## config.mk

```make
export PLATFORM = sky130hd
export DESIGN_NAME = cdb_arbiter
export DESIGN_NICKNAME = d
export VERILOG_FILES = /design/src/rtl/cdb_arbiter.sv
export SDC_FILE = /design/constraint.sdc
export NUM_CORES = 1
export LEC_CHECK = 0
export ABC_AREA = 0
export CAP_MARGIN = 20
export CELL_PAD_IN_SITES_DETAIL_PLACEMENT = 0
export CELL_PAD_IN_SITES_GLOBAL_PLACEMENT = 2
export CORE_AREA = 2 2 233 235
export CTS_BUF_LIST = sky130_fd_sc_hd__clkbuf_16
export CTS_CLUSTER_DIAMETER = 200
export CTS_CLUSTER_SIZE = 10
export DETAILED_ROUTE_END_ITERATION = 7
export DIE_AREA = 0 0 235 237
export PLACE_DENSITY = 0.74
export SLEW_MARGIN = 30
export SYNTH_ARGS = -nofsm -noshare
export SYNTH_HDL_FRONTEND = slang
export SYNTH_SLANG_ARGS = --single-unit
```

## constraint.sdc

```tcl
create_clock -name clk_i -period 2 [get_ports clk_i]
set_clock_uncertainty 0.15 [all_clocks]
set_input_delay 0.4 -clock clk_i [delete_from_list [all_inputs] [get_ports clk_i]]
set_output_delay 0.4 -clock clk_i [all_outputs]
set_load 0.01 [all_outputs]
```

## src/rtl/cdb_arbiter.sv

```systemverilog
// cdb_arbiter: Common Data Bus arbiter and broadcast register.
// Collects result requests from the execution units, grants at most one per
// cycle and registers the winner for broadcast to the ROB and the
// reservation stations.
//
// Build option: define LEN5_CDB_RR_ARBITER_EN for round-robin arbitration.
// Without it the lowest requesting index wins and ptr_q is tied to zero.
//
// DATA_W sets the width of the broadcast payload (the packed cdb_data_t).
module cdb_arbiter #(
  parameter int EU_N   = 8,
  parameter int DATA_W = 64
) (
  input  logic                         clk_i,
  input  logic                         rst_ni,
  input  logic                         flush_i,
  input  logic [EU_N-1:0]              eu_valid_i,
  output logic [EU_N-1:0]              eu_ready_o,
  input  logic [EU_N-1:0][DATA_W-1:0]  eu_data_i,
  input  logic                         rob_ready_i,
  output logic                         cdb_valid_o,
  output logic [DATA_W-1:0]            cdb_data_o
);

  localparam int PTR_W = $clog2(EU_N);

  logic              out_valid_q;
  logic              out_valid_d;
  logic [DATA_W-1:0] out_data_q;
  logic [DATA_W-1:0] out_data_d;
  logic [PTR_W-1:0]  ptr_q;
  logic [PTR_W-1:0]  grant_idx;
  logic              any_valid;
  logic              load_en;
  logic              transfer;

  // The output register can take a new result when it is empty or being
  // drained this cycle; a flush blocks any new load.
  assign load_en  = !flush_i && (!out_valid_q || rob_ready_i);
  assign transfer = load_en && any_valid;

  // Scan requesters starting at ptr_q, wrapping explicitly at EU_N so that a
  // non-power-of-two EU count never selects a nonexistent index.
  always_comb begin : grant_sel
    int idx;
    idx       = 0;
    any_valid = 1'b0;
    grant_idx = '0;
    for (int k = 0; k < EU_N; k++) begin
      idx = int'(ptr_q) + k;
      if (idx >= EU_N) idx = idx - EU_N;
      if (!any_valid && eu_valid_i[PTR_W'(idx)]) begin
        any_valid = 1'b1;
        grant_idx = PTR_W'(idx);
      end
    end
  end

  // One-hot grant back to the winning execution unit.
  always_comb begin : ready_gen
    eu_ready_o = '0;
    if (transfer) eu_ready_o[grant_idx] = 1'b1;
  end

  // Output register next state: load on a transfer, otherwise drain on
  // ROB accept or drop on flush. Payload is retained when not loading.
  always_comb begin : out_next
    out_valid_d = out_valid_q;
    out_data_d  = out_data_q;
    if (transfer) begin
      out_valid_d = 1'b1;
      out_data_d  = eu_data_i[grant_idx];
    end else if (flush_i || rob_ready_i) begin
      out_valid_d = 1'b0;
    end
  end

  // Broadcast register; reset discards any pending result immediately.
  always_ff @(posedge clk_i or negedge rst_ni) begin : out_reg
    if (!rst_ni) begin
      out_valid_q <= 1'b0;
      out_data_q  <= '0;
    end else begin
      out_valid_q <= out_valid_d;
      out_data_q  <= out_data_d;
    end
  end

`ifdef LEN5_CDB_RR_ARBITER_EN
  logic [PTR_W-1:0] ptr_d;

  // Advance the pointer past the last winner so it gets lowest priority next.
  always_comb begin : ptr_next
    ptr_d = ptr_q;
    if (transfer) begin
      ptr_d = (grant_idx == PTR_W'(EU_N - 1)) ? '0 : grant_idx + PTR_W'(1);
    end
  end

  // Round-robin pointer register.
  always_ff @(posedge clk_i or negedge rst_ni) begin : ptr_reg
    if (!rst_ni) ptr_q <= '0;
    else         ptr_q <= ptr_d;
  end
`else
  assign ptr_q = '0;
`endif

  assign cdb_valid_o = out_valid_q;
  assign cdb_data_o  = out_data_q;

endmodule

```

==> qor.csv, run 1 <==
metric,value,unit
final hold violation count,0,
DRT antenna net count,0,
die height,237,um
DR WL/cell,18.6,um
Syn Std Cell Area,0.00582,mm^2
largest net degree at the start of global routing,105,
Slew HR,55.2,%
Final Wtd Congestion,0.765,
largest area contributor in the netlist,dfrtp_1,
type of the tightest min-delay check,in -> async,
Crit. End Element,output port,
RSZ-0062 raised after global routing,yes,
syn avg cell area,7.77,um^2
Max stage delay on crit path,0.42,ns
Starting Density,10.9,%
core area,0.0533,mm^2
CP bufs+invs,1,
required time worst endpoint,1.45,ns
vias in the first global route,6962,
first-pass GRT wire length,47.5,mm
IO Port Bufs,332,
"Max FO, Critical Path",3,
Crit-path slowest cell,dfrtp_1,
leak pwr,4.07,nW
Setup CP Type,reg -> out,
startpoint types,flop,
slew at the pin with the worst max-slew slack,0.673,ns
Synth Instances,749,
filler instances,5908,
postcts setup bufs,0,
Area Overhead vs Synth,76.3,%
DRT iter0 DRCs,377,
number of core rows,85,
CTS root buffer,clkbuf_16,
Max clock buf depth,2,
clock latency on the worst-skew pair,0.37,ns
clk slew on worst S/H paths,0.06,ns
Fin Hold WS,0.357,ns
library cells used by synthesis,21,
fraction of layout cells with a size suffix above 1,5.41,%
# H-tree levels,3,
DP Wirelength,23.6,mm
Crit path max-delay family,simple AND/OR/NAND/NOR gates,
fin nets,1554,
final number of setup-violating endpoints,0,
Final Critical Period,1.93,ns
largest cells by area after synthesis,"dfrtp_1 (28%), a31oi_1 (14%), and3b_1 (9.8%)",
Die Area,0.0557,mm^2
grt ovf,0,
die width,235,um
Total GRT Usage,11.4,%
clk sinks,65,
clock buffer count from CTS,9,
DRC violations left,0,
Synth top area share,28.0,%
f_max,517,MHz
router iterations before antenna repair,7,
Max Cap Viol,0,
final WL,32.3,mm
Tcrit/Tclk final,96.6,%
sequential area share after synthesis,28.0,%
max-slew violation count,0,
Crit path arrival time,1.38,ns
number of vias per cell,4.01,
via count,6957,
"critical path, cell by cell",nand2b_4 -> nor3b_4 -> and3b_1 -> buf_2,
Syn. warnings,0,
clock tree from TritonCTS,built,
Final TNS setup,0,ns
status,completed,
Max VDD drop,0.000428,V
Ports,597,
PwrDens,530,mW/mm^2
initial antenna violation count,6,
Synth Register Bits,65,
worst paths after layout:
| path | start | end | slack (ns) | depth (start not counted) |
|---|---|---|---|---|
| max | cdb_valid_o$_DFFE_PN0P_ | eu_ready_o[2] | 0.07 | 4 |
| min reg2reg | cdb_data_o[36]$_DFFE_PN0P_ | cdb_data_o[36]$_DFFE_PN0P_ | 0.39 | 2 |
| min | rst_ni | cdb_data_o[9]$_DFFE_PN0P_ | 0.36 | 2 |
| max reg2reg | cdb_valid_o$_DFFE_PN0P_ | cdb_data_o[3]$_DFFE_PN0P_ | 0.34 | 5 |
| max in group asynchronous | rst_ni | cdb_valid_o$_DFFE_PN0P_ | 0.77 | 3 |
| min in group clk_i | cdb_data_o[36]$_DFFE_PN0P_ | cdb_data_o[36]$_DFFE_PN0P_ | 0.39 | 2 |
report_power, final:
group / total (W) / internal (W) / switching, W
Combinational: 0.00214 / 0.00121 / 0.000930
Sequential: 0.00164 / 0.00152 / 0.000118
Clock: 0.00166 / 0.000942 / 0.000713
state kept, by name, indices dropped and copies added, names as in the netlist:
signal,flops
cdb_data_o,64
cdb_valid_o,1
synthesized netlist by cell type (all sizes together):
cell / n
clkbuf: 74
and3b: 65
buf: 21
nand3b: 64
nor2: 1
and3: 3
conb: 1
or4: 1
nor3b: 1
a21oi: 65
o21ai: 64
a31oi: 128
dfrtp: 65
inv: 66
and2: 1
a22o: 64
nor2b: 64
nand2b: 1
logic make-up (layout without fill, tap and decap cells):
| kind of cell | count (synthesis) | in the layout | share of synthesized area (%) |
|---|---|---|---|
| AO/OA/AOI/OAI | 321 | 321 | 34.5 |
| buffers and inverters | 161 | 444 | 11.7 |
| flip-flops | 65 | 65 | 28.0 |
| other | 1 | 8 | 0.0645 |
| AND/OR/NAND/NOR | 201 | 201 | 25.8 |
worst reg2reg max path, delay by kind of cell, from the launching register on:
kind / cells / cell delay (ns)
and+or+nand+nor: 1 / 0.09
DFF: 1 / 0.42
buffers and inverters: 2 / 0.54
AOI/OAI and AO/OA: 2 / 0.40
cell type report:
type,count,area [um^2],area share (%)
inverters,66,248,2.42
well taps,696,871,8.49
clock inverters,7,55.1,0.537
clock buffers,9,225,2.20
flip-flops and latches,65,1630,15.9
diodes,4,10.0,0.0976
repair buffers,362,3660,35.7
multi-input cells,526,3550,34.7
layer usage:
layer / GRT usage, % / part of all wire (%)
met1: 15.4 / 47
met2: 17.8 / 46
met3: 2.94 / 5.7
met4: 3.62 / 1.9
met5: 0 / 0.084
through the flow:
stage | area (um^2) | std cells | power (W) | util [%] | setup slack (ns)
final | 10300 | 1735 | 0.00543 | 19.2 | 0.0676
after global routing | 10200 | 1732 | 0.00575 | 19.2 | -0.0304
after global placement | 9970 | 1714 | 0.00382 | 18.7 | -0.547
after CTS | 10200 | 1731 | 0.00556 | 19.2 | 0.00388
after floorplan | 5830 | 752 | 0.00248 | - | 0.114
after detailed placement | 9970 | 1714 | 0.00383 | 18.7 | -0.557
layout by cell type, fill, tap and decap left out:
cell type and count:
clkdlybuf4s50_1 318, a31oi_1 128, inv_1 68, and3b_1 65, a21oi_1 65, dfrtp_1 65
nor2b_1 64, o21ai_0 64, nand3b_1 64, a22o_1 64, buf_4 20, buf_12 12
clkbuf_16 9, buf_2 5, dlygate4sd2_1 5, diode_2 4, conb_1 4, and3_1 2
clkinv_2 2, nand2b_4 1, nor3b_4 1, and2_1 1, inv_2 1, nor2_4 1
or4_4 1, and3_2 1, clkinv_1 1, bufinv_16 1, dlygate4sd3_1 1, buf_6 1
timing repair:
item | CTS | global route
hold endpoints to repair | 25 | 0
gates resized for setup | 22 | 1
endpoints found under the setup margin | 7 | 3
pin swaps | 3 | 0
hold buffers | 1 | 0
Note: power is estimated with default switching activity, not from simulation.
==> inputs of run 2 (changes only) <==
--- a/config.mk
+++ b/config.mk
@@ -16,7 +16,6 @@
 export DETAILED_ROUTE_END_ITERATION = 7
 export DIE_AREA = 0 0 235 237
 export PLACE_DENSITY = 0.74
-export SLEW_MARGIN = 30
 export SYNTH_ARGS = -nofsm -noshare
 export SYNTH_HDL_FRONTEND = slang
 export SYNTH_SLANG_ARGS = --single-unit
==> results of run 2 <==
The final DEF is identical to that of run 1; final timing and power are the same.
